$ cat config.mk
export PLATFORM = sky130hd
export DESIGN_NAME = spi_key_receiver
export DESIGN_NICKNAME = d
export VERILOG_FILES = /design/src/rtl/spi_key_receiver.sv
export SDC_FILE = /design/constraint.sdc
export NUM_CORES = 1
export LEC_CHECK = 0
export ABC_AREA = 1
export CAP_MARGIN = 20
export CORE_MARGIN = 3
export CORE_UTILIZATION = 53
export CTS_CLUSTER_SIZE = 16
export DETAILED_ROUTE_END_ITERATION = 6
export HOLD_SLACK_MARGIN = 0.08
export PLACE_DENSITY = 0.81
export SLEW_MARGIN = 20
export SYNTH_ARGS = -nofsm -noshare
export SYNTH_HDL_FRONTEND = slang
export SYNTH_SLANG_ARGS = --single-unit
export TNS_END_PERCENT = 1
$ cat constraint.sdc
create_clock -name clk -period 2.5 [get_ports clk]
set_clock_uncertainty 0.2 [all_clocks]
set_input_delay 0.375 -clock clk [delete_from_list [all_inputs] [get_ports clk]]
set_output_delay 0.375 -clock clk [all_outputs]
set_load 0.02 [all_outputs]
$ cat src/rtl/spi_key_receiver.sv
// SPI mode-0 slave byte receiver feeding a small FIFO toward the keyboard interface.
// SPI pins are asynchronous; everything runs in the clk domain after synchronization.
module spi_key_receiver #(
   parameter int unsigned FIFO_DEPTH  = 4,
   parameter int unsigned SYNC_STAGES = 2
) (
   input  logic       clk,
   input  logic       reset,
   input  logic       mosi,
   input  logic       sck,
   input  logic       csn,
   output logic [7:0] spi_data,
   output logic       spi_data_ready,
   input  logic       spi_data_ack,
   output logic       overflow,
   output logic       frame_error
);

   localparam int unsigned PTR_W = $clog2(FIFO_DEPTH);
   localparam int unsigned CNT_W = PTR_W + 1;

   logic [SYNC_STAGES-1:0] mosi_pipe;
   logic [SYNC_STAGES-1:0] sck_pipe;
   logic [SYNC_STAGES-1:0] csn_pipe;
   logic                   mosi_s;
   logic                   sck_s;
   logic                   csn_s;
   logic                   sck_prev;
   logic                   csn_prev;

   logic                   sck_rise;
   logic                   csn_fall;
   logic                   csn_rise;

   logic [7:0]             shift;
   logic [2:0]             bit_cnt;
   logic [7:0]             new_byte;
   logic                   byte_done;

   logic [7:0]             mem [FIFO_DEPTH];
   logic [PTR_W-1:0]       wr_ptr;
   logic [PTR_W-1:0]       rd_ptr;
   logic [CNT_W-1:0]       count;
   logic                   full;
   logic                   pop;
   logic                   accept;
   logic                   drop;

   // Synchronize all three pins with identical depth so mosi stays aligned to sck.
   always_ff @(posedge clk or posedge reset) begin
      if (reset) begin
         mosi_pipe <= '0;
         sck_pipe  <= '0;
         csn_pipe  <= '1;
      end else begin
         mosi_pipe <= {mosi_pipe[SYNC_STAGES-2:0], mosi};
         sck_pipe  <= {sck_pipe[SYNC_STAGES-2:0], sck};
         csn_pipe  <= {csn_pipe[SYNC_STAGES-2:0], csn};
      end
   end

   assign mosi_s = mosi_pipe[SYNC_STAGES-1];
   assign sck_s  = sck_pipe[SYNC_STAGES-1];
   assign csn_s  = csn_pipe[SYNC_STAGES-1];

   // Delayed copies of synchronized sck/csn for edge detection.
   always_ff @(posedge clk or posedge reset) begin
      if (reset) begin
         sck_prev <= 1'b0;
         csn_prev <= 1'b1;
      end else begin
         sck_prev <= sck_s;
         csn_prev <= csn_s;
      end
   end

   // Edge strobes, byte completion and FIFO push/pop decisions.
   always_comb begin
      sck_rise  = sck_s & ~sck_prev;
      csn_fall  = ~csn_s & csn_prev;
      csn_rise  = csn_s & ~csn_prev;
      new_byte  = {shift[6:0], mosi_s};
      byte_done = ~csn_s & ~csn_fall & sck_rise & (bit_cnt == 3'd7);
      full      = (count == CNT_W'(FIFO_DEPTH));
      pop       = spi_data_ack & spi_data_ready;
      accept    = byte_done & (~full | pop);
      drop      = byte_done & full & ~pop;
   end

   // Shift register and bit counter; csn edges frame the byte stream.
   always_ff @(posedge clk or posedge reset) begin
      if (reset) begin
         shift       <= '0;
         bit_cnt     <= '0;
         frame_error <= 1'b0;
      end else begin
         frame_error <= 1'b0;
         if (csn_fall) begin
            bit_cnt <= '0;
         end else if (csn_rise) begin
            if (bit_cnt != 3'd0) begin
               frame_error <= 1'b1;
            end
            bit_cnt <= '0;
            shift   <= '0;
         end else if (~csn_s && sck_rise) begin
            shift   <= new_byte;
            bit_cnt <= bit_cnt + 3'd1;
         end
      end
   end

   // Byte FIFO; a full FIFO drops the new byte unless the head is popped the same cycle.
   always_ff @(posedge clk or posedge reset) begin
      if (reset) begin
         for (int i = 0; i < int'(FIFO_DEPTH); i++) begin
            mem[i] <= '0;
         end
         wr_ptr   <= '0;
         rd_ptr   <= '0;
         count    <= '0;
         overflow <= 1'b0;
      end else begin
         overflow <= drop;
         if (accept) begin
            mem[wr_ptr] <= new_byte;
            wr_ptr      <= wr_ptr + PTR_W'(1);
         end
         if (pop) begin
            rd_ptr <= rd_ptr + PTR_W'(1);
         end
         if (accept && !pop) begin
            count <= count + CNT_W'(1);
         end else if (pop && !accept) begin
            count <= count - CNT_W'(1);
         end
      end
   end

   assign spi_data       = mem[rd_ptr];
   assign spi_data_ready = (count != '0);

endmodule

==> impl_metrics.csv <==
group,metric,value,unit
critical_path,startpoint_type,"flop",
logic_synthesis,yosysTopAreaCell,"dfrtp_1",
timing,fin_ws,0.0727,ns
grt,grtUsageTotal,0.215,
final_layout,fin_nets,344,
critical_path,cp_max_fo,17,
critical_path,timing.rr.start,"csn_pipe[1]",
grt,grt_pass1_wl,10.1,mm
place,numPortBuffers,16,
logic_synthesis,synthArstFlopShare,1.00,
final_layout,regArea,1480,um2
floorplan,die-width,78.0,um
place,place.gp.congestion,0.818,
logic_synthesis,ys_top_cells_by_area,"dfrtp_1, nand2_1, nand4_1",
timing,setup_viol,0,
power,p_leak,1.63,nW
hold_path,min_path_type,"input pin to async pin",
power,p_int,0.00198,W
floorplan,initial_utilization,0.563,
logic_synthesis,synth-main-ff-cell,"dfrtp_1",
grt,grt_overflow,0,
timing,timing.final.crit_share,0.971,
clock_tree,cts_buffer_depth,2,
clock_tree,ctsHoldBuffers,0,
power,finalPower,0.00301,W
timing,finalHoldViolCount,0,
critical_path,reg2reg_to,"count[1]",
run,cap_violations,0,
logic_synthesis,netlist.area_leader.share,0.510,
place,dpl_cell_area,2980,um2
timing,rsz0062_at_grt,"true",
logic_synthesis,synthCells,307,
logic_synthesis,synth_most_common_cell,"nand2_1",
clock_tree,clkSinkCount,59,
clock_tree,htreeDepth,3,
logic_synthesis,syn_nets,325,
drt,drt_iter0_markers,241,
run_status,outcome,"finished, final reports clean",
timing,finalCriticalPeriod,2.43,ns
floorplan,rows,25,
logic_synthesis,netlist-cell-type-count,23,
clock_tree,clkTransAtPathRegs,0.07,ns
power,p_sw_frac,0.341,
drt,ant_nets,0,
clock_tree,root_buffer,"clkbuf_8",
final_layout,multi_input_area,1100,um2
timing,relSlewSlack,0.708,
critical_path,worst-r2r-cell-count,11,
critical_path,cp-end-kind,"primary output",
power,max-vdd-ir-drop,416,uV
final_layout,drive_gt1_frac,0.115,
power,pwr_density_cell,939,nW/um2
critical_path,cp.required,1.92,ns
drt,drc_errors,0,
drt,vias,2211,
power,seqPwrFrac,0.375,
power,pwr-share-clk,0.310,
logic_synthesis,synth_edf_count,0,
clock_tree,cts_tree,"built",
drt,wl_per_cell,15.0,um
final_layout,num_antenna_cells,0,
timing,fmax,412,MHz
timing,worstMarginPinSlew,0.439,ns
grt,antenna_found_initial,0,
place,dp_hpwl,3.94,mm
floorplan,die_h,78.0,um
clock_tree,clock_latency,0.34,ns
logic_synthesis,yosysWarnings,0,
critical_path,critPathKind,"flop to primary output",
critical_path,arrival,1.85,ns
grt,grt_pass1_vias,2179,
floorplan,core_area,4880,um2
place,dp_cells,382,
floorplan,ios,17,
timing,drv_slew,0,
final_layout,fillers,396,
final_layout,synthToLayoutAreaGrowth,16.6,%
logic_synthesis,synth-seq-cells,59,
grt,grt_max_degree,38,
final_layout,layoutNonFillerInstCount,398,
floorplan,die_area,6090,um2
final_layout,final_area,3200,um2
power,power_switching,0.00103,W
critical_path,rrSetupSlack,0.18,ns
timing,setup_tns,0,ns
drt,dr.pass1.iters,4,
drt,vias_per_cell,5.56,
drt,wirelength,5.99,mm
place,dp_slack,0.0685,ns
logic_synthesis,syn-cell-area,2750,um2
logic_synthesis,synth_common_cells,"nand2_1, dfrtp_1, nand4_1, o21ai_0, inv_1",
logic_synthesis,yosysSeqAreaShare,0.538,
power,combPwrFrac,0.315,
logic_synthesis,syn_area_per_cell,8.95,um2
clock_tree,numCtsBuffers,9,
[how the worst max path moves through the flow]
stage | from | endpoint | slack, ns
after global placement | spi_data_ack | count[2] | 0.13
final | rd_ptr[0] | spi_data[0] | 0.07
after floorplan | csn_pipe[1] | count[2] | 0.19
after detailed placement | spi_data_ack | count[2] | 0.07
after CTS | rd_ptr[0] | spi_data[7] | -0.004
after global routing | rd_ptr[0] | spi_data[3] | -0.006
[flip-flops by register name, indices dropped and copies added (netlist names)]
signal       flops
shift            7
count            3
mem             32
sck_prev         1
rd_ptr           2
bit_cnt          3
frame_error      1
csn_pipe         2
csn_prev         1
mosi_pipe        2
overflow         1
wr_ptr           2
sck_pipe         2
[metal layers]
layer,up-vias,GRT usage,routed length [um]
met2,68,0.354,3030
met3,9,0.0596,353
met4,0,0.122,81
met5,-,0,0
met1,1072,0.254,2520
li1,1062,-,-
[final cells by class]
type,count,share of cell area
multi-input combinational,209,0.343
tap,67,0.0262
inverter,25,0.0297
sequential,59,0.462
clock buffer,13,0.0558
timing repair buffer,22,0.0695
clock inverter,3,0.0137
[critical path: stages (launching register included)]
cell and delay (ns):
dfrtp_1 0.36, buf_4 0.22, o21ai_0 0.11, o22ai_1 0.18, clkdlybuf4s50_1 0.63
[power groups by stage]
stage                     Clock [W]  Combinational (W)  Sequential, W
after detailed placement          0           0.000944        0.00114
after floorplan                   0           0.000601        0.00112
after CTS                  0.000948           0.000949        0.00112
final                      0.000934           0.000948        0.00113
after global placement            0           0.000922        0.00113
after global routing       0.000987            0.00103        0.00114
[layout by cell type, fill, tap and decap left out, drive strengths merged, types with 3 or more instances in the layout]
cell type      instances
clkdlybuf4s50         14
ha                    11
dfstp                  3
buf                    6
dfrtp                 56
clkbuf                13
o22ai                  8
nor2                  20
clkinv                 3
inv                   24
o21ai                 27
nand4                 33
nand2                 93
nand3                 11
[stage by stage]
| stage | hold WS [ns] | util |
|---|---|---|
| 6_report | 0.132 | 0.657 |
| 5_1_grt | 0.162 | 0.657 |
| 4_1_cts | 0.136 | 0.655 |
| 3_5_place_dp | 0.140 | 0.610 |
| 3_3_place_gp | 0.138 | 0.610 |
| 2_1_floorplan | 0.131 | - |
[timing repair]
action / in CTS / in global routing
setup buffers: 0 / 0
resized for setup: 0 / 5
setup endpoints to repair: 1 / 9
pin swaps: 0 / 1
[kinds of logic after synthesis]
family / count (synthesis) / synth area share
compound gates: 36 / 0.0692
xor+xnor: 3 / 0.00956
fa+ha+maj: 12 / 0.0574
buf+inv: 39 / 0.0614
flops: 59 / 0.538
simple gates: 158 / 0.264
No activity file was read; power rests on OpenSTA's default activity.
==> RTL edit: new RTL, same settings <==
Register the output `frame_error` once more, with the module's reset; this adds one clock of latency there. The other outputs are not delayed to match.
--- a/src/rtl/spi_key_receiver.sv
+++ b/src/rtl/spi_key_receiver.sv
@@ -18,6 +18,8 @@
 
    localparam int unsigned PTR_W = $clog2(FIFO_DEPTH);
    localparam int unsigned CNT_W = PTR_W + 1;
+
+   logic frame_error_s0;
 
    logic [SYNC_STAGES-1:0] mosi_pipe;
    logic [SYNC_STAGES-1:0] sck_pipe;
@@ -92,14 +94,14 @@
       if (reset) begin
          shift       <= '0;
          bit_cnt     <= '0;
-         frame_error <= 1'b0;
+         frame_error_s0 <= 1'b0;
       end else begin
-         frame_error <= 1'b0;
+         frame_error_s0 <= 1'b0;
          if (csn_fall) begin
             bit_cnt <= '0;
          end else if (csn_rise) begin
             if (bit_cnt != 3'd0) begin
-               frame_error <= 1'b1;
+               frame_error_s0 <= 1'b1;
             end
             bit_cnt <= '0;
             shift   <= '0;
@@ -140,5 +142,13 @@
    assign spi_data       = mem[rd_ptr];
    assign spi_data_ready = (count != '0);
 
+   always_ff @(posedge clk or posedge reset) begin
+      if (reset) begin
+         frame_error <= '0;
+      end else begin
+         frame_error <= frame_error_s0;
+      end
+   end
+
 endmodule
 
Check against the original RTL: not equivalent (Yosys sat finds a counterexample within 10 cycles, from zero or initial values and one cycle with reset high).
==> RTL edit against the unedited design <==
Worst hold slack better by 0.010 ns. Synthesized cell count rose by 0.33%. Synthesized area rose by 0.91%. Worst setup slack better by 0.082 ns. Clock power decreased by 14%. Power fell by 5.0%. Sequential cell count rose by 1. Count of clock-buffer cells in the layout is 2 higher. Design area unchanged. Utilization did not move. Non-clock buffer count up 3. Routed wire length down 2.0%. Die area grew 0.85%. Register-to-register slack is essentially flat.
==> RTL edit: results (changes against the unedited design) <==
| Metric | Value |
|---|---|
| Final wirelength | 5868 um (-2.0%) |
| Final WS setup | 0.1542 ns (+0.08156 ns) |
| First-pass GRT wire length | 10,140 um (+0.83%) |
| Non-Filler Instances | 402 (+1.0%) |
| Met2 Usage GRT | 0.3425 (-0.01199) |
| DP Wirelength | 4047 um (+2.8%) |
| Met2 wire length | 2900 um (-4.3%) |
| Clock buffer count | 15 (+2) |
| Seq area share | 0.4701 (+0.008198) |
| FF-to-FF Start | bit_cnt[0] |
| Min Hold Slack | 0.1428 ns (+0.01046 ns) |
| Hold Crit Class | reg2reg |
| Vias per std cell | 5.505 (-0.91%) |
| Max_cap viols | 0 (unchanged) |
| DRT met1 WL | 2478 um (-1.8%) |
| Largest delay share family, worst path | flip-flops |
| Number of global-route vias before repair | 2,159 (-0.92%) |
| Area Overhead vs Synth | 15.52% |
| Register area share after synthesis | 0.5426 (+0.004164) |
| Critical Path AT | 1.77 ns (-0.08 ns) |
| Post-Place Cells | 386 (+1.0%) |
| Worst R2R End | count[2] |
| Crit-path max FO | 18 (+1) |
| Slew margin rel. | 0.7162 (+0.008583) |
| CP max stage cell | dfrtp_2 |
| Outcome | completed |
| Top post-synthesis cells by area | dfrtp_1, nand2_1, nand4_1 |
| Worst-case reg-to-reg path depth | 12 (+1) |
| Routed wl met3 | 357 um (+1.1%) |
| Pre-CTS WS | 0.09737 ns (+0.02892 ns) |
| Leak Pwr | 1.684 nW (+3.2%) |
| RD Place Congestion | 0.7927 (-3.1%) |
| Layout cells sized above 1 | 0.1164 (+0.001614) |
| Placed Area | 3010 um^2 (+1.2%) |
| Clock buf/inv share | 0.05662 (-0.01289) |
| Slowest stage delay, CP | 0.52 ns (-0.11 ns) |
| Drt first-iter violations | 188 (-22%) |
| Fill cell count | 393 (-0.76%) |
| #FFs+latches synth | 60 (+1.7%) |
| Most instantiated cells after synthesis | nand2_1, dfrtp_1, nand4_1, o21ai_0, inv_1 |
| Die area | 6138 um^2 (+0.85%) |
| GRT Overall Usage | 0.2183 (+0.002908) |
RTL edit: cell types whose count changed after synthesis, sizes merged:
| cell | before | now |
|---|---|---|
| dfrtp | 56 | 57 |
RTL edit: cells by family (layout without fill, tap and decap cells):
family / after synthesis / count (layout) / share of synthesized area
AO/OA/AOI/OAI: 36 / 36 / 0.06856
XOR/XNOR: 3 / 3 / 0.009474
adder cells (fa/ha/maj): 12 / 12 / 0.05683
buffers and inverters: 39 / 66 / 0.06089
flip-flops: 60 / 60 / 0.5426
AND/OR/NAND/NOR: 158 / 158 / 0.2616
RTL edit: power groups by stage:
stage               logic (W)  registers (W)  clock network, W
global placement     0.000896        0.00117                 0
CTS                  0.000908        0.00116          0.000813
floorplan            0.000601        0.00114                 0
detailed placement   0.000929        0.00118                 0
finish               0.000893        0.00117          0.000800
global route          0.00100        0.00118          0.000863
